<file path="src/rtl/video_timing_monitor_if.sv">
// Video stream bundle for the timing monitor: the incoming stream from the
// receiver, the delayed stream to the transmitter and the timing report.
// The monitor uses the slave view; whatever drives the stream and reads the
// report uses the master view.
interface video_timing_monitor_if #(
  parameter int DATA_W = 24,
  parameter int CNT_W  = 12
);
  logic [DATA_W-1:0] vid_pData;
  logic              vid_pVDE;
  logic              vid_pHSync;
  logic              vid_pVSync;

  logic [DATA_W-1:0] vid_oData;
  logic              vid_oVDE;
  logic              vid_oHSync;
  logic              vid_oVSync;

  logic [CNT_W-1:0]  h_active;
  logic [CNT_W-1:0]  h_total;
  logic [CNT_W-1:0]  v_active;
  logic [CNT_W-1:0]  v_total;
  logic              timing_locked;
  logic              frame_start;
  logic              timing_changed;

  modport master (
    output vid_pData, vid_pVDE, vid_pHSync, vid_pVSync,
    input  vid_oData, vid_oVDE, vid_oHSync, vid_oVSync,
    input  h_active, h_total, v_active, v_total,
    input  timing_locked, frame_start, timing_changed
  );

  modport slave (
    input  vid_pData, vid_pVDE, vid_pHSync, vid_pVSync,
    output vid_oData, vid_oVDE, vid_oHSync, vid_oVSync,
    output h_active, h_total, v_active, v_total,
    output timing_locked, frame_start, timing_changed
  );
endinterface

</file>
<file path="src/rtl/video_timing_monitor.sv">
// Two-stage pass-through between HDMI receiver and transmitter that also
// measures the incoming video timing and reports it once it has been
// identical over several consecutive frames.
module video_timing_monitor #(
  parameter int DATA_W        = 24,
  parameter int CNT_W         = 12,
  parameter int STABLE_FRAMES = 2,
  parameter bit HS_POL        = 1'b1,
  parameter bit VS_POL        = 1'b1
) (
  input  logic                  PixelClk,
  input  logic                  aRst_n,
  video_timing_monitor_if.slave vif
);

  localparam logic [CNT_W-1:0] CNT_MAX    = {CNT_W{1'b1}};
  localparam logic [CNT_W-1:0] CNT_ONE    = {{(CNT_W-1){1'b0}}, 1'b1};
  localparam logic [CNT_W-1:0] CNT_ZERO   = {CNT_W{1'b0}};
  localparam logic [3:0]       STABLE_LIM = 4'(STABLE_FRAMES);

  // One frame's worth of measurements, compared as a whole between frames.
  typedef struct packed {
    logic [CNT_W-1:0] h_act;
    logic [CNT_W-1:0] h_tot;
    logic [CNT_W-1:0] v_act;
    logic [CNT_W-1:0] v_tot;
  } cand_t;

  // Counters stick at all-ones so that a runaway count reads as "saturated".
  function automatic logic [CNT_W-1:0] sat_inc(input logic [CNT_W-1:0] v);
    sat_inc = (v == CNT_MAX) ? v : v + CNT_ONE;
  endfunction

  // A candidate is usable only if every field was really measured.
  function automatic logic cand_ok(input cand_t c);
    cand_ok = (c.h_act != CNT_ZERO) && (c.h_act != CNT_MAX) &&
              (c.h_tot != CNT_ZERO) && (c.h_tot != CNT_MAX) &&
              (c.v_act != CNT_ZERO) && (c.v_act != CNT_MAX) &&
              (c.v_tot != CNT_ZERO) && (c.v_tot != CNT_MAX) &&
              (c.h_act < c.h_tot);
  endfunction

  // Pipeline stages
  logic [DATA_W-1:0] data_s1_q, data_s1_d, data_s2_q, data_s2_d;
  logic              vde_s1_q, vde_s1_d, vde_s2_q, vde_s2_d;
  logic              hs_s1_q, hs_s1_d, hs_s2_q, hs_s2_d;
  logic              vs_s1_q, vs_s1_d, vs_s2_q, vs_s2_d;
  logic              fs_p1_q, fs_p1_d, frame_start_q, frame_start_d;

  // Measurement counters
  logic [CNT_W-1:0]  pix_cnt_q, pix_cnt_d, act_cnt_q, act_cnt_d;
  logic [CNT_W-1:0]  h_total_m_q, h_total_m_d, h_active_m_q, h_active_m_d;
  logic [CNT_W-1:0]  line_act_q, line_act_d, line_tot_q, line_tot_d;

  // Stability and lock
  logic [3:0]        stable_cnt_q, stable_cnt_d;
  cand_t             prev_cand_q, prev_cand_d;
  logic              prev_valid_q, prev_valid_d;
  logic              locked_q, locked_d, changed_q, changed_d;
  logic [CNT_W-1:0]  h_active_q, h_active_d, h_total_q, h_total_d;
  logic [CNT_W-1:0]  v_active_q, v_active_d, v_total_q, v_total_d;

  // Edge detection against stage 1; syncs are judged at their active level.
  logic  vde_rise, vde_fall, hs_rise, vs_rise, pix_sat;
  logic  cand_match, acquire;
  cand_t cand;

  assign vde_rise = vif.vid_pVDE & ~vde_s1_q;
  assign vde_fall = ~vif.vid_pVDE & vde_s1_q;
  assign hs_rise  = (vif.vid_pHSync == HS_POL) & (hs_s1_q != HS_POL);
  assign vs_rise  = (vif.vid_pVSync == VS_POL) & (vs_s1_q != VS_POL);
  assign pix_sat  = (pix_cnt_q == CNT_MAX);

  assign cand       = '{h_act: h_active_m_q, h_tot: h_total_m_q,
                        v_act: line_act_q,   v_tot: line_tot_q};
  assign cand_match = prev_valid_q && cand_ok(cand) && (cand == prev_cand_q);

  // Fixed two-cycle video delay; frame_start is delayed alongside VSync.
  always_comb begin
    data_s1_d     = vif.vid_pData;
    vde_s1_d      = vif.vid_pVDE;
    hs_s1_d       = vif.vid_pHSync;
    vs_s1_d       = vif.vid_pVSync;
    data_s2_d     = data_s1_q;
    vde_s2_d      = vde_s1_q;
    hs_s2_d       = hs_s1_q;
    vs_s2_d       = vs_s1_q;
    fs_p1_d       = vs_rise;
    frame_start_d = fs_p1_q;
  end

  // Pixel/line counters; a VDE rise at a frame boundary belongs to the new frame.
  always_comb begin
    pix_cnt_d    = vde_rise ? CNT_ONE : sat_inc(pix_cnt_q);
    h_total_m_d  = vde_rise ? pix_cnt_q : h_total_m_q;
    if (vde_rise) begin
      act_cnt_d = CNT_ONE;
    end else if (vif.vid_pVDE) begin
      act_cnt_d = sat_inc(act_cnt_q);
    end else begin
      act_cnt_d = act_cnt_q;
    end
    h_active_m_d = vde_fall ? act_cnt_q : h_active_m_q;
    if (vs_rise) begin
      line_act_d = vde_rise ? CNT_ONE : CNT_ZERO;
      line_tot_d = hs_rise  ? CNT_ONE : CNT_ZERO;
    end else begin
      line_act_d = vde_rise ? sat_inc(line_act_q) : line_act_q;
      line_tot_d = hs_rise  ? sat_inc(line_tot_q) : line_tot_q;
    end
  end

  // Frame-to-frame stability tracking, lock acquisition/loss and the watchdog.
  always_comb begin
    changed_d = locked_q & (pix_sat | (vs_rise & ~cand_match));
    acquire   = ~locked_q & ~vs_rise & ~pix_sat & (stable_cnt_q == STABLE_LIM);
    if (acquire) begin
      locked_d = 1'b1;
    end else if (changed_d) begin
      locked_d = 1'b0;
    end else begin
      locked_d = locked_q;
    end

    if (pix_sat) begin
      stable_cnt_d = 4'd0;
    end else if (vs_rise) begin
      if (cand_match) begin
        stable_cnt_d = (stable_cnt_q == STABLE_LIM) ? stable_cnt_q : stable_cnt_q + 4'd1;
      end else begin
        stable_cnt_d = 4'd0;
      end
    end else begin
      stable_cnt_d = stable_cnt_q;
    end

    if (vs_rise) begin
      prev_cand_d  = cand;
      prev_valid_d = 1'b1;
    end else begin
      prev_cand_d  = prev_cand_q;
      prev_valid_d = prev_valid_q;
    end

    // Reported timing only changes on a new lock; it survives lock loss.
    if (acquire) begin
      h_active_d = prev_cand_q.h_act;
      h_total_d  = prev_cand_q.h_tot;
      v_active_d = prev_cand_q.v_act;
      v_total_d  = prev_cand_q.v_tot;
    end else begin
      h_active_d = h_active_q;
      h_total_d  = h_total_q;
      v_active_d = v_active_q;
      v_total_d  = v_total_q;
    end
  end

  // State register: every flop clears on aRst_n.
  always_ff @(posedge PixelClk or negedge aRst_n) begin
    if (!aRst_n) begin
      data_s1_q     <= '0;
      vde_s1_q      <= 1'b0;
      hs_s1_q       <= 1'b0;
      vs_s1_q       <= 1'b0;
      data_s2_q     <= '0;
      vde_s2_q      <= 1'b0;
      hs_s2_q       <= 1'b0;
      vs_s2_q       <= 1'b0;
      fs_p1_q       <= 1'b0;
      frame_start_q <= 1'b0;
      pix_cnt_q     <= CNT_ZERO;
      act_cnt_q     <= CNT_ZERO;
      h_total_m_q   <= CNT_ZERO;
      h_active_m_q  <= CNT_ZERO;
      line_act_q    <= CNT_ZERO;
      line_tot_q    <= CNT_ZERO;
      stable_cnt_q  <= 4'd0;
      prev_cand_q   <= '0;
      prev_valid_q  <= 1'b0;
      locked_q      <= 1'b0;
      changed_q     <= 1'b0;
      h_active_q    <= CNT_ZERO;
      h_total_q     <= CNT_ZERO;
      v_active_q    <= CNT_ZERO;
      v_total_q     <= CNT_ZERO;
    end else begin
      data_s1_q     <= data_s1_d;
      vde_s1_q      <= vde_s1_d;
      hs_s1_q       <= hs_s1_d;
      vs_s1_q       <= vs_s1_d;
      data_s2_q     <= data_s2_d;
      vde_s2_q      <= vde_s2_d;
      hs_s2_q       <= hs_s2_d;
      vs_s2_q       <= vs_s2_d;
      fs_p1_q       <= fs_p1_d;
      frame_start_q <= frame_start_d;
      pix_cnt_q     <= pix_cnt_d;
      act_cnt_q     <= act_cnt_d;
      h_total_m_q   <= h_total_m_d;
      h_active_m_q  <= h_active_m_d;
      line_act_q    <= line_act_d;
      line_tot_q    <= line_tot_d;
      stable_cnt_q  <= stable_cnt_d;
      prev_cand_q   <= prev_cand_d;
      prev_valid_q  <= prev_valid_d;
      locked_q      <= locked_d;
      changed_q     <= changed_d;
      h_active_q    <= h_active_d;
      h_total_q     <= h_total_d;
      v_active_q    <= v_active_d;
      v_total_q     <= v_total_d;
    end
  end

  assign vif.vid_oData      = data_s2_q;
  assign vif.vid_oVDE       = vde_s2_q;
  assign vif.vid_oHSync     = hs_s2_q;
  assign vif.vid_oVSync     = vs_s2_q;
  assign vif.h_active       = h_active_q;
  assign vif.h_total        = h_total_q;
  assign vif.v_active       = v_active_q;
  assign vif.v_total        = v_total_q;
  assign vif.timing_locked  = locked_q;
  assign vif.frame_start    = frame_start_q;
  assign vif.timing_changed = changed_q;

endmodule

</file>
<file path="src/flat_wrapper.sv">
// flat-port wrapper written by rule: the top's interface ports become plain ports
module video_timing_monitor_flat 
#(
  parameter int DATA_W        = 24,
  parameter int CNT_W         = 12,
  parameter int STABLE_FRAMES = 2,
  parameter bit HS_POL        = 1'b1,
  parameter bit VS_POL        = 1'b1
)
  (PixelClk, aRst_n, vif_vid_pData, vif_vid_pVDE, vif_vid_pHSync, vif_vid_pVSync, vif_vid_oData, vif_vid_oVDE, vif_vid_oHSync, vif_vid_oVSync, vif_h_active, vif_h_total, vif_v_active, vif_v_total, vif_timing_locked, vif_frame_start, vif_timing_changed);
  video_timing_monitor_if #(.DATA_W(DATA_W), .CNT_W(CNT_W)) vif_i ();
  input  logic PixelClk;
  input  logic aRst_n;
  input wire logic [$bits(vif_i.vid_pData)-1:0] vif_vid_pData;
  input wire logic [$bits(vif_i.vid_pVDE)-1:0] vif_vid_pVDE;
  input wire logic [$bits(vif_i.vid_pHSync)-1:0] vif_vid_pHSync;
  input wire logic [$bits(vif_i.vid_pVSync)-1:0] vif_vid_pVSync;
  output wire logic [$bits(vif_i.vid_oData)-1:0] vif_vid_oData;
  output wire logic [$bits(vif_i.vid_oVDE)-1:0] vif_vid_oVDE;
  output wire logic [$bits(vif_i.vid_oHSync)-1:0] vif_vid_oHSync;
  output wire logic [$bits(vif_i.vid_oVSync)-1:0] vif_vid_oVSync;
  output wire logic [$bits(vif_i.h_active)-1:0] vif_h_active;
  output wire logic [$bits(vif_i.h_total)-1:0] vif_h_total;
  output wire logic [$bits(vif_i.v_active)-1:0] vif_v_active;
  output wire logic [$bits(vif_i.v_total)-1:0] vif_v_total;
  output wire logic [$bits(vif_i.timing_locked)-1:0] vif_timing_locked;
  output wire logic [$bits(vif_i.frame_start)-1:0] vif_frame_start;
  output wire logic [$bits(vif_i.timing_changed)-1:0] vif_timing_changed;
  assign vif_i.vid_pData = vif_vid_pData;
  assign vif_i.vid_pVDE = vif_vid_pVDE;
  assign vif_i.vid_pHSync = vif_vid_pHSync;
  assign vif_i.vid_pVSync = vif_vid_pVSync;
  assign vif_vid_oData = vif_i.vid_oData;
  assign vif_vid_oVDE = vif_i.vid_oVDE;
  assign vif_vid_oHSync = vif_i.vid_oHSync;
  assign vif_vid_oVSync = vif_i.vid_oVSync;
  assign vif_h_active = vif_i.h_active;
  assign vif_h_total = vif_i.h_total;
  assign vif_v_active = vif_i.v_active;
  assign vif_v_total = vif_i.v_total;
  assign vif_timing_locked = vif_i.timing_locked;
  assign vif_frame_start = vif_i.frame_start;
  assign vif_timing_changed = vif_i.timing_changed;
  video_timing_monitor #(.DATA_W(DATA_W), .CNT_W(CNT_W), .STABLE_FRAMES(STABLE_FRAMES), .HS_POL(HS_POL), .VS_POL(VS_POL)) u_core (.PixelClk(PixelClk), .aRst_n(aRst_n), .vif(vif_i));
endmodule
</file>
<file path="config.mk">
export PLATFORM = sky130hd
export DESIGN_NAME = video_timing_monitor_flat
export DESIGN_NICKNAME = d
export VERILOG_FILES = /design/src/rtl/video_timing_monitor_if.sv /design/src/rtl/video_timing_monitor.sv /design/src/flat_wrapper.sv
export SDC_FILE = /design/constraint.sdc
export NUM_CORES = 1
export LEC_CHECK = 0
export ABC_CLOCK_PERIOD_IN_PS = 2800
export CAP_MARGIN = 40
export CORE_MARGIN = 2
export CORE_UTILIZATION = 40
export CTS_CLUSTER_DIAMETER = 50
export DETAILED_ROUTE_END_ITERATION = 12
export GPL_ROUTABILITY_DRIVEN = 1
export SKIP_LAST_GASP = 1
export SYNTH_ARGS = -nofsm -noshare
export SYNTH_HDL_FRONTEND = slang
export SYNTH_SLANG_ARGS = --single-unit
</file>
<file path="constraint.sdc">
create_clock -name PixelClk -period 2.8 [get_ports PixelClk]
set_input_delay 0.42 -clock PixelClk [delete_from_list [all_inputs] [get_ports PixelClk]]
set_output_delay 0.42 -clock PixelClk [all_outputs]
set_load 0.02 [all_outputs]
</file>
==> Word-level counts from Yosys, hierarchy flattened <==
Index checks and enable logic that the tools add are counted.
Widths: inputs -> output; s select.
{ "word_totals": {"output_inout_bits": 78, "mem_count": 0, "latchBits": 0, "ramBits": 0, "register_bits": 231, "mem_bits_ro": 0} }
{ "classes": {"div_mod_pow": 0, "n_addsub": 5, "multipliers": 0, "muxes": 19, "n_lt_le_gt_ge": 1, "n_eq_ne": 15, "shift": 0, "bitwise": 18, "n_reduce_logical": 23} }
{ "ops": {"columns": ["op", "n"], "rows": [
  ["$mux 12", 11],
  ["$add 12x1->12 const B", 4],
  ["$eq 12x12->1 const B", 4],
  ["$eq 48x48->1", 1],
  ["$ne 12x12->1 const B", 4],
  ["$reduce_bool 12->1", 4],
  ["$mux 4", 4],
  ["$lt 12x12->1", 1],
  ["$logic_and 1x1->1", 10],
  ["$reduce_bool 2->1", 5],
  ["$and 1x1->1", 9],
  ["$ne 2x1->1 const B", 4],
  ["$not 1->1", 8],
  ["$reduce_and 2->1", 4],
  ["$add 4x1->4 const B", 1],
  ["$eq 4x2->1 const B", 1],
  ["$mux 1", 4],
  ["$ne 3x2->1 const B", 1],
  ["$or 1x1->1", 1]
]} }

==> Depth between registers and ports, before layout <==
Gate-level depths: netlist of run 1.
{ "logic_depth": {"ltp_word": 17, "ltp_mapped": 9} }

==> Worst setup path before layout of run 1 <==
Ideal clock, no wire load.
{ "synth_path": {"kind": "reg-to-reg", "start": "register u_core.line_tot_q[0]", "end": "register u_core.line_tot_q[9]", "path_buffers": 0, "slack_ns": 0.639, "t_arrival_ns": 2.083, "synth_period_minus_slack_ns": 2.161, "path_stages_with_launch": 8, "required_time_ns": 2.722, "path_cell_list": "dfrtp_1 > ha_1 > and2_1 > a41oi_4 > nand4_1 > or3_1 > or3_1 > a21oi_1"} }
{ "synth_between": {"elab_chain_cells": 4, "elab_cells_between_ends": 7, "classes_between": "add/sub (1); eq/ne (2); mux (3); reduce/logical (1)"} }
{ "synth_lines": {"columns": ["element", "line_no", "rtl"], "rows": [
  ["start, declared", "video_timing_monitor.sv:53", "logic [CNT_W-1:0] line_act_q, line_act_d, line_tot_q, line_tot_d;"],
  ["start signal, assigned", "video_timing_monitor.sv:203", "line_tot_q <= line_tot_d;"],
  ["$add 12x1->12", "video_timing_monitor.sv:31", "sat_inc = (v == CNT_MAX) ? v : v + CNT_ONE;"],
  ["$mux 12", "video_timing_monitor.sv:31", null],
  ["$mux 12", "video_timing_monitor.sv:109", "line_tot_d = hs_rise ? sat_inc(line_tot_q) : line_tot_q;"],
  ["$mux 12", "video_timing_monitor.sv:104", "if (vs_rise) begin"]
]} }
Several ways; a longest one is shown, not always the timed one. The select of a mux whose other input is x is not followed.
A chain may end at the register's enable or synchronous reset.

==> Worst setup path in the final report of run 1 <==
{ "layout_path": {"start": "register u_core.h_total_m_q[9]", "end": "register u_core.stable_cnt_q[1]"} }
{ "layout_between": {"elab_chain_cells": 13, "elab_cells_between_ends": 18, "classes_between": "order compare (1); eq/ne (3); mux (3); reduce/logical (11)"} }
{ "layout_lines": {"columns": ["element", "line_no", "rtl"], "rows": [
  ["start, declared", "video_timing_monitor.sv:52", "logic [CNT_W-1:0] h_total_m_q, h_total_m_d, h_active_m_q, h_active_m_d;"],
  ["start signal, assigned", "video_timing_monitor.sv:200", "h_total_m_q <= h_total_m_d;"],
  ["parallel branches: the longest is 9 deep, another holds $lt 12x12->1", null, null],
  ["$logic_and 1x1->1 *", "video_timing_monitor.sv:76", "assign cand_match = prev_valid_q && cand_ok(cand) && (cand == prev_cand_q);"],
  ["$mux 4", "video_timing_monitor.sv:128", "if (cand_match) begin"],
  ["$mux 4", "video_timing_monitor.sv:127", "end else if (vs_rise) begin"],
  ["$mux 4", "video_timing_monitor.sv:125", "if (pix_sat) begin"],
  ["end signal, assigned", "video_timing_monitor.sv:204", "stable_cnt_q <= stable_cnt_d;"],
  ["end, declared", "video_timing_monitor.sv:56", "logic [3:0] stable_cnt_q, stable_cnt_d;"]
]} }
Every way passes the cells marked *. The select of a mux whose other input is x is not followed.

==> run_results.csv, run 1 <==
group,metric,value,unit
worst_setup_path,cpLargestDelayFamily,"simple AND/OR/NAND/NOR gates",
finish,antenna_cells,0,
synth,synth_compound_area_share,4.57,%
synth,yosysTopAreaCellShare,60.5,%
floorplanning,core,23500,um2
finish,area_growth,24.7,%
flow_run,cap_viol_max_count,0,
finish,drive_above_1_share,8.42,%
sta,worst_slew_pin_slew,0.773,ns
power_and_ir_drop,p_int,6.08,mW
cts,clock-sinks,231,
cts,cts.htree.levels,1,
place,dp.final_hpwl,14.4,mm
worst_setup_path,worstPathRequired,3.25,ns
floorplanning,start_util,40.7,%
sta,skew,0.00946,ns
synth,avgSynthCellArea,11.4,um2
synth,synthSimpleGateAreaFrac,15.1,%
finish,finalNonFillerCells,1293,
sta,period_minus_slack,2.37,ns
worst_setup_path,worstSetupStartpointType,"flip-flop",
synth,ys.flop_type,"dfrtp_1",
cts,root_buffer,"clkbuf_16",
synth,ys_warn_count,0,
place,port_buffers,106,
floorplanning,num_rows,56,
outcome,status,"finished clean",
sta,period_share,84.6,%
floorplanning,dieWidth,159,um
power_and_ir_drop,leakage,5.41,nW
floorplanning,io-pin-count,107,
power_and_ir_drop,power_switching,2.12,mW
worst_setup_path,crit_type,"flip-flop to flip-flop",
power_and_ir_drop,p_seq_share,46.4,%
worst_setup_path,cp-end-kind,"flip-flop",
synth,synth-async-reset-ratio,100,%
global_route,grt_pass1_wl,34.0,mm
cts,cts_resized,0,
floorplanning,dieArea,25200,um2
route,viasPerCell,4.93,
synth,synth.top_cells.by_area,"dfrtp_1 60%, mux2_1 5.7%, nand2_1 5.6%, xnor2_1 5.4%, ha_1 2.5%",
route,drc,0,
sta,maxSlewHeadroom,47.9,%
cts,clockBufferDepth,3,
power_and_ir_drop,max-vdd-ir-drop,441,uV
synth,syn_area,9560,um2
worst_setup_path,max_stage_delay,0.45,ns
sta,rsz0062_at_grt,"false",
synth,synth_mux_area_share,7.39,%
synth,synth_edf_count,0,
cts,cts_made_buffers,27,
worst_setup_path,cp.arrival,2.82,ns
sta,max_freq,0.422,GHz
route,drt_iter0_markers,388,
synth,ys_seq_area_share,60.5,%
finish,nNetsFinal,1002,
synth,synth-seq-cells,231,
route,num_vias,6370,
power_and_ir_drop,combPwrFrac,12.3,%
global_route,grt_start_max_net_pins,74,
power_and_ir_drop,clock_power_share,41.3,%
sta,tns,0,ns
sta,finalSetupViolations,0,
finish,stdcell_area,11900,um2
sta,finalMaxSlewViolations,0,
sta,hold_viol,0,
global_route,grtUsageTotal,17.2,%
worst_setup_path,crit_buf_inv,1,
synth,synth_xor_area_share,7.33,%
power_and_ir_drop,sw_frac_of_total,25.8,%
synth,synth_top_family_by_area,"simple AND/OR/NAND/NOR gates",
floorplanning,die_y,159,um
finish,largest_register_ffs,48,
synth,netlist_instances,838,
worst_setup_path,slowest_stage,"nor4_4",
worst_setup_path,crit_chain,"inv_1 > ha_1 > a21oi_1 > o211ai_1 > nor4_1 > nand4_1 > nor4_4 > nand3_2 > o22ai_2",
route,wirelength,20.7,mm
global_route,antenna_found_initial,0,
finish,regMostFlops,"u_core.prev_cand_q",
synth,synthAdderAreaFrac,2.49,%
cts,cts.clk_slew.worst_paths,0.06,ns
synth,syn_nets,886,
power_and_ir_drop,pwr_density_cell,688,nW/um2
global_route,grt_pass1_vias,6189,
worst_setup_path,timing.critical_path.fanout_max,7,
route,ant_nets,0,
global_route,grt-ovfl-total,0,
synth,synth_cell_types,49,
cts,clock_latency,0.52,ns
place,dp.cells,1243,
route,wl_per_cell,16.0,um
route,firstDrtPassIters,4,
place,dpl-instance-area,11000,um2
synth,yosys.area.top_type,"dfrtp_1",
cts,cts_tree,"yes",
place,place_congestion,0.819,
worst_hold_path,hp-class,"input pin to flip-flop",
worst_setup_path,regToRegSetupSlack,0.43,ns
-- worst paths after layout --
kind,from,to,depth (start not counted)
min in group asynchronous,aRst_n,u_core.pix_cnt_q[5],2
max in group asynchronous,aRst_n,u_core.data_s1_q[23],3
setup / recovery,u_core.h_total_m_q[9],u_core.stable_cnt_q[1],9
hold / removal,vif_vid_pData[5],u_core.data_s1_q[5],1
setup reg to reg,u_core.h_total_m_q[9],u_core.stable_cnt_q[1],9
hold reg to reg,u_core.data_s1_q[17],u_core.vif.vid_oData[17],0
-- synth_stat cells, types with 7 or more instances --
cell type and instances:
o21ai_0 36, clkbuf_1 21, nand3_1 16, nor2_1 62
nor3_1 14, nand4_1 31, xor2_1 21, xnor2_1 59
inv_1 29, mux2_2 13, buf_2 7, nand2_1 143
mux2_1 48, dfrtp_1 231, a21oi_1 11, ha_1 19
nor4_1 14
-- logic make-up after synthesis --
| group | count (synthesis) |
|---|---|
| xor gates and xnor gates | 80 |
| AOI/OAI and AO/OA | 70 |
| muxes | 63 |
| DFF | 231 |
| and+or+nand+nor | 312 |
| buffers and inverters | 63 |
| adders and majority gates | 19 |
-- layer usage --
metal | up-vias | global-route usage [%] | share of wire [%] | wire length (um)
li1 | 3075 | - | - | -
met1 | 3144 | 25.0 | 47 | 9720
met2 | 128 | 27.0 | 47 | 9700
met3 | 23 | 2.75 | 4.6 | 960
met4 | 0 | 3.95 | 1.7 | 354
met5 | - | 0 | 0 | 0
-- repair_timing --
action                                 4_1_cts  5_1_grt
endpoints found under the hold margin       69        0
hold buffers                                 1        0
setup buffers                                0        0
-- power by group through the flow --
stage               clock [mW]  combinational [mW]  sequential (mW)
global route              3.62                1.13             3.84
detailed placement           0                1.02             3.87
floorplan                    0               0.486             3.90
CTS                       3.48                1.02             3.81
global placement             0                1.01             3.86
finish                    3.39                1.01             3.80
-- area by class of cell --
class | count | area (um2)
Timing Repair Buffer | 121 | 1220
Fill cell | 2118 | 11600
Sequential cell | 231 | 5780
Clock inverter | 10 | 95.1
Multi-Input combinational cell | 544 | 3540
Tap cell | 319 | 399
Inverter | 29 | 109
Clock buffer | 39 | 781
-- cells in the final DEF, fill, tap and decap left out, drive strengths merged, types with 16 or more instances in the layout --
cell type / synthesis / routed
dfrtp: 231 / 231
nand2: 143 / 143
clkdlybuf4s50: 0 / 105
nor2: 62 / 62
mux2: 61 / 61
xnor2: 59 / 59
o21ai: 39 / 39
clkbuf: 21 / 39
inv: 29 / 32
nand4: 31 / 31
xor2: 21 / 21
ha: 19 / 19
nand3: 17 / 17
nor4: 16 / 16
-- metrics by stage --
| stage | util, % | hold WS (ns) | setup WS (ns) | total power, mW |
|---|---|---|---|---|
| 6_report | 50.8 | 0.332 | 0.432 | 8.20 |
| 3_3_place_gp | 47.0 | 0.332 | 0.392 | 4.87 |
| 5_1_grt | 50.8 | 0.313 | 0.256 | 8.59 |
| 2_1_floorplan | - | 0.124 | 0.639 | 4.38 |
| 4_1_cts | 50.8 | 0.309 | 0.426 | 8.31 |
| 3_5_place_dp | 47.0 | 0.335 | 0.359 | 4.88 |
No activity file was read; power rests on OpenSTA's default activity.
==> inputs of run 2 (changes only) <==
--- a/config.mk
+++ b/config.mk
@@ -5,7 +5,7 @@
 export SDC_FILE = /design/constraint.sdc
 export NUM_CORES = 1
 export LEC_CHECK = 0
-export ABC_CLOCK_PERIOD_IN_PS = 2800
+export ABC_CLOCK_PERIOD_IN_PS = 2000
 export CAP_MARGIN = 40
 export CORE_MARGIN = 2
 export CORE_UTILIZATION = 40
==> constraint.sdc (replaced) <==
create_clock -name PixelClk -period 2 [get_ports PixelClk]
set_input_delay 0.3 -clock PixelClk [delete_from_list [all_inputs] [get_ports PixelClk]]
set_output_delay 0.3 -clock PixelClk [all_outputs]
set_load 0.02 [all_outputs]
==> run 2 against run 1 <==
The flow now finishes with violations (negative setup slack). Critical path depth up 1. Sequential share of layout area down 5.0 points. Core utilization up 5.8 points. Clock skew about the same. Wire length up 13%. Total power up 52%. Final cell count up 9.1%. Largest power group is now clock. Via count up 7.6%. Clock power up 58%. Hold slack worse by 0.14 ns.
==> run_results.csv, run 2 (synthesis results as in run 1) <==
group,metric,value,unit
worst_setup_path,cp.arrival,2.59,ns
power_and_ir_drop,total_power,12.4,mW
sta,holdWs,0.193,ns
route,viasPerCell,4.86,
global_route,grt_pass1_wl,36.9,mm
worst_setup_path,timing.critical_path.fanout_max,7,
worst_setup_path,max_stage_delay,0.37,ns
floorplanning,start_util,40.7,%
sta,worst_slew_pin_slew,0.466,ns
finish,drive_above_1_share,22.9,%
place,dp.final_hpwl,15.9,mm
cts,clock-sinks,231,
power_and_ir_drop,p_seq_share,42.2,%
worst_setup_path,slowest_stage,"dfrtp_1",
sta,period_share,107,%
finish,mostFrequentLayoutCells,"228 x dfrtp_1, 142 x nand2_1, 114 x buf_4",
route,firstDrtPassIters,4,
sta,rsz0062_at_grt,"true",
sta,hold_viol,0,
worst_hold_path,hp-class,"input pin to flip-flop",
power_and_ir_drop,pwr_density_cell,936,nW/um2
power_and_ir_drop,power_switching,3.14,mW
place,place_congestion,0.837,
power_and_ir_drop,p_int,9.30,mW
cts,clock_latency,0.54,ns
sta,max_freq,0.468,GHz
power_and_ir_drop,leakage,6.10,nW
place,port_buffers,106,
cts,root_buffer,"clkbuf_16",
floorplanning,dieArea,25200,um2
global_route,grt-ovfl-total,0,
worst_setup_path,crit_chain,"inv_1 > ha_4 > nand2_1 > nor2_1 > a211oi_2 > o22ai_2 > nor4_4 > buf_12 > nand4_1 > mux2i_1",
route,num_vias,6854,
outcome,status,"finished, violations left",
power_and_ir_drop,clock_power_share,43.2,%
worst_setup_path,worstSetupStartpointType,"flip-flop",
worst_setup_path,cp-end-kind,"flip-flop",
finish,finalNonFillerCells,1411,
finish,antenna_cells,0,
floorplanning,num_rows,56,
sta,finalSetupViolations,7,
finish,nNetsFinal,1120,
finish,area_growth,39.0,%
route,drt_iter0_markers,340,
sta,period_minus_slack,2.14,ns
finish,layout_commonest_cell,"dfrtp_1",
global_route,grt_start_max_net_pins,55,
floorplanning,io-pin-count,107,
floorplanning,dieWidth,159,um
cts,clockBufferDepth,3,
route,ant_nets,0,
sta,setup_ws,-0.138,ns
global_route,grt_pass1_vias,6979,
sta,skew,0.00976,ns
route,drc,0,
power_and_ir_drop,sw_frac_of_total,25.2,%
flow_run,cap_viol_max_count,0,
sta,finalMaxSlewViolations,0,
cts,cts_made_buffers,29,
sta,maxSlewHeadroom,68.5,%
global_route,grtUsageTotal,18.8,%
finish,largest_register_ffs,48,
power_and_ir_drop,combPwrFrac,14.6,%
route,wirelength,23.4,mm
floorplanning,die_y,159,um
floorplanning,core,23500,um2
global_route,antenna_found_initial,0,
finish,regMostFlops,"u_core.prev_cand_q",
cts,cts.htree.levels,1,
power_and_ir_drop,max-vdd-ir-drop,744,uV
cts,cts.clk_slew.worst_paths,0.06,ns
outcome,violations,"negative setup slack",
place,dp.cells,1348,
worst_setup_path,worstPathRequired,2.46,ns
worst_setup_path,crit_type,"flip-flop to flip-flop",
cts,cts_tree,"yes",
route,wl_per_cell,16.6,um
==> run 2: cell count changes in the layout (fill, tap and decap cells not counted), moves of 4 or more <==
cell       before  now
buf_6           0    4
buf_4          11  114
ha_1           19   13
inv_2           0    4
mux2_4          0   21
clkbuf_8        6    2
ha_4            0    4
bufinv_16       1    5
mux2_1         48   27
buf_12          3    9
clkbuf_16      27   31
inv_1          29   25
==> run 2: path summary, 6_finish.rpt <==
path / start / endpoint / slack (ns) / depth (start not counted)
hold / removal: vif_vid_pData[18] / u_core.data_s1_q[18] / 0.19 / 1
hold reg to reg: u_core.data_s1_q[14] / u_core.vif.vid_oData[14] / 0.34 / 0
setup reg to reg: u_core.h_total_m_q[7] / u_core.stable_cnt_q[2] / -0.14 / 10
max in group asynchronous: aRst_n / u_core.data_s1_q[22] / 1.05 / 3
min in group asynchronous: aRst_n / u_core.pix_cnt_q[4] / 0.26 / 2
setup / recovery: u_core.h_total_m_q[7] / u_core.stable_cnt_q[2] / -0.14 / 10
==> run 2: timing repair <==
item / in CTS / in global routing
hold buffers: 1 / 0
cloned: 1 / 2
pin swaps: 7 / 14
setup endpoints to repair: 51 / 61
gates resized for setup: 13 / 45
endpoints found under the hold margin: 49 / 0
setup buffers: 3 / 5
==> run 2: cell type report <==
class,instances,area [um2]
clock buffers,38,779
inverters,29,109
clock inverters,13,213
fillers,2002,10200
flip-flops and latches,231,5780
repair buffers,237,2230
well taps,319,399
multi-input cells,544,3770
==> run 2: power groups by stage <==
stage | registers, mW | logic, mW | clock network, mW
6_report | 5.25 | 1.82 | 5.37
5_1_grt | 5.29 | 2.00 | 5.68
4_1_cts | 5.25 | 1.80 | 5.50
3_5_place_dp | 5.33 | 1.78 | 0
3_3_place_gp | 5.32 | 1.77 | 0
2_1_floorplan | 5.46 | 0.696 | 0
==> run 2: through the flow <==
| stage | utilization (%) | worst slack, ns | TNS, ns | area, um2 |
|---|---|---|---|---|
| after global routing | 56.6 | -0.287 | -1.85 | 13300 |
| after global placement | 50.7 | -0.133 | -0.776 | 11900 |
| after CTS | 55.6 | -0.104 | -1.11 | 13000 |
| after detailed placement | 50.7 | -0.136 | -2.38 | 11900 |
| after floorplan | - | -0.101 | -0.277 | 9600 |
| final | 56.6 | -0.138 | -0.646 | 13300 |
==> run 2: layer usage <==
layer | GRT usage, % | share of wire, % | vias up
li1 | - | - | 3301
met1 | 25.5 | 45 | 3364
met2 | 30.8 | 47 | 146
met3 | 3.18 | 4.6 | 43
met4 | 6.22 | 2.8 | 0
met5 | 0 | 0 | -
==> run 2: critical path: cells and delay by family (launching register included) <==
kind,cells,cell delay (ns)
muxes,1,0.15
DFF,1,0.37
and+or+nand+nor,4,0.55
adders and majority gates,1,0.24
buffers and inverters,2,0.32
AOI/OAI and AO/OA,2,0.41
==> inputs of run 3 (changes only) <==
--- a/config.mk
+++ b/config.mk
@@ -12,6 +12,7 @@
 export CTS_CLUSTER_DIAMETER = 50
 export DETAILED_ROUTE_END_ITERATION = 12
 export GPL_ROUTABILITY_DRIVEN = 1
+export REMOVE_ABC_BUFFERS = 1
 export SKIP_LAST_GASP = 1
 export SYNTH_ARGS = -nofsm -noshare
 export SYNTH_HDL_FRONTEND = slang
==> constraint.sdc (replaced) <==
create_clock -name PixelClk -period 2 [get_ports PixelClk]
set_input_delay 0.3 -clock PixelClk [delete_from_list [all_inputs] [get_ports PixelClk]]
set_output_delay 0.3 -clock PixelClk [all_outputs]
set_load 0.005 [all_outputs]
==> run 3 against run 2 <==
The flow still finishes with violations (negative setup slack). Sequential cell count unchanged. Combinational power shrank 3%. Count of clock-buffer cells in the layout unchanged. Global-route usage about the same. Via count up 0.19%. Wire length shrank 1.0%. Largest power group is now sequential cells.
==> run_results.csv, run 3 (synthesis results as in run 1) <==
group,metric,value,unit
worst_setup_path,crit_type,"flip-flop to flip-flop",
finish,mostFrequentLayoutCells,"227 x dfrtp_1, 142 x nand2_1, 129 x buf_4",
cts,root_buffer,"clkbuf_16",
floorplanning,num_rows,56,
worst_setup_path,timing.critical_path.fanout_max,7,
global_route,grtUsageTotal,18.8,%
worst_hold_path,holdCritStartpoint,"vif_vid_pData[10]",
cts,clockBufferDepth,3,
global_route,grt_pass1_wl,37.0,mm
sta,worst_slew_pin_slew,0.583,ns
finish,antenna_cells,0,
route,viasPerCell,4.82,
route,wl_per_cell,16.2,um
power_and_ir_drop,max-vdd-ir-drop,693,uV
worst_setup_path,worstPathRequired,2.40,ns
global_route,grt_pass1_vias,6921,
floorplanning,core,23500,um2
finish,fill_cells,2042,
cts,cts_tree,"yes",
worst_setup_path,cp.arrival,2.53,ns
finish,regMostFlops,"u_core.prev_cand_q",
worst_setup_path,cp-end-kind,"flip-flop",
floorplanning,start_util,40.7,%
sta,holdWs,0.202,ns
route,ant_nets,0,
place,port_buffers,106,
finish,utilization,56.5,%
cts,cts_made_buffers,28,
worst_setup_path,r2r_start,"u_core.h_active_m_q[7]",
floorplanning,dieArea,25200,um2
sta,finalSetupViolations,6,
global_route,grt-ovfl-total,0,
cts,cts.clk_slew.worst_paths,0.06,ns
outcome,status,"finished, violations left",
finish,largest_register_ffs,48,
global_route,antenna_found_initial,0,
finish,drive_above_1_share,22.7,%
sta,rsz0062_at_grt,"true",
power_and_ir_drop,leakage,6.18,nW
worst_setup_path,worstSetupStartpointType,"flip-flop",
cts,cts.htree.levels,1,
sta,maxSlewHeadroom,60.8,%
route,firstDrtPassIters,5,
sta,period_minus_slack,2.13,ns
route,drt_iter0_markers,362,
cts,clock_latency,0.53,ns
place,dp.final_hpwl,15.9,mm
route,wirelength,23.1,mm
floorplanning,die_y,159,um
route,num_vias,6867,
sta,max_freq,0.470,GHz
sta,setup_ws,-0.128,ns
worst_setup_path,crit_start,"u_core.h_active_m_q[7]",
place,place_congestion,0.855,
sta,hold_viol,0,
sta,finalMaxSlewViolations,0,
finish,area_growth,38.8,%
global_route,grt_start_max_net_pins,69,
cts,clock-sinks,231,
route,drc,0,
sta,period_share,106,%
outcome,violations,"negative setup slack",
worst_hold_path,hp-class,"input pin to flip-flop",
finish,nNetsFinal,1136,
sta,skew,0.0178,ns
floorplanning,dieWidth,159,um
flow_run,cap_viol_max_count,0,
power_and_ir_drop,pwr_density_cell,896,nW/um2
finish,layout_commonest_cell,"dfrtp_1",
floorplanning,io-pin-count,107,
run 3: cell types whose count changed in the layout (fill, tap and decap cells not counted), moves of 4 or more:
cell,before,now
buf_6,4,8
mux2_4,21,2
bufinv_16,5,1
clkbuf_1,7,3
buf_4,114,129
nor2_1,60,56
mux2_1,27,46
clkbuf_8,2,6
run 3: final cells by class:
class | instances | area (um2) | share of cell area (%)
clock inverters | 11 | 100 | 0.754
clock buffers | 38 | 820 | 6.18
multi-input cells | 544 | 3710 | 28.0
flip-flops and latches | 231 | 5790 | 43.6
inverters | 29 | 109 | 0.820
repair buffers | 254 | 2340 | 17.7
well taps | 319 | 399 | 3.01
run 3: worst max-delay path, cell delays in order (launching register included):
cell	delay, ns
dfrtp_1	0.41
ha_1	0.33
nand2_1	0.07
or4_1	0.52
o22ai_2	0.18
nor4_4	0.07
buf_6	0.17
a21oi_4	0.16
o22ai_2	0.09
run 3: where the power goes:
part           internal [mW]  total, mW  leakage, nW  switching, mW
clock                   2.99       4.91        0.451           1.92
sequential              5.01       5.22         3.03          0.216
combinational          0.939       1.76         2.70          0.817
total                   8.94       11.9         6.18           2.95
run 3: timing repair:
action	CTS	global route
hold buffers	1	0
setup buffers	12	3
endpoints found under the setup margin	57	62
endpoints found under the hold margin	59	0
gates cloned	1	3
resized for setup	22	30
pin swaps	19	13
run 3: worst paths after layout:
| check | to | slack, ns | cells after the start |
|---|---|---|---|
| setup / recovery | u_core.stable_cnt_q[1] | -0.13 | 8 |
| setup reg to reg | u_core.stable_cnt_q[1] | -0.13 | 8 |
| max in group asynchronous | u_core.h_total_m_q[0] | 1.02 | 3 |
| hold / removal | u_core.data_s1_q[10] | 0.20 | 1 |
| min in group asynchronous | u_core.vif.vid_oData[6] | 0.31 | 2 |
| hold reg to reg | u_core.vif.vid_oData[3] | 0.34 | 0 |
run 3: through the flow:
step	instances	cell area [um2]	worst slack [ns]	total power [mW]	TNS [ns]
detailed placement	1360	12000	-0.297	6.98	-9.17
global route	1426	13300	-0.205	12.4	-1.41
finish	1426	13300	-0.128	11.9	-0.543
floorplan	804	9420	-3.78	5.98	-238.35
CTS	1423	13100	-0.133	12.0	-0.673
global placement	1360	12000	-0.229	6.96	-6.85
run 3: metal layers:
| layer | GRT usage [%] | wire length [um] | vias to the layer above |
|---|---|---|---|
| met4 | 4.59 | 474 | 0 |
| met5 | 0 | 0 | - |
| met2 | 30.2 | 10900 | 128 |
| li1 | - | - | 3338 |
| met3 | 2.91 | 892 | 26 |
| met1 | 26.9 | 10800 | 3375 |
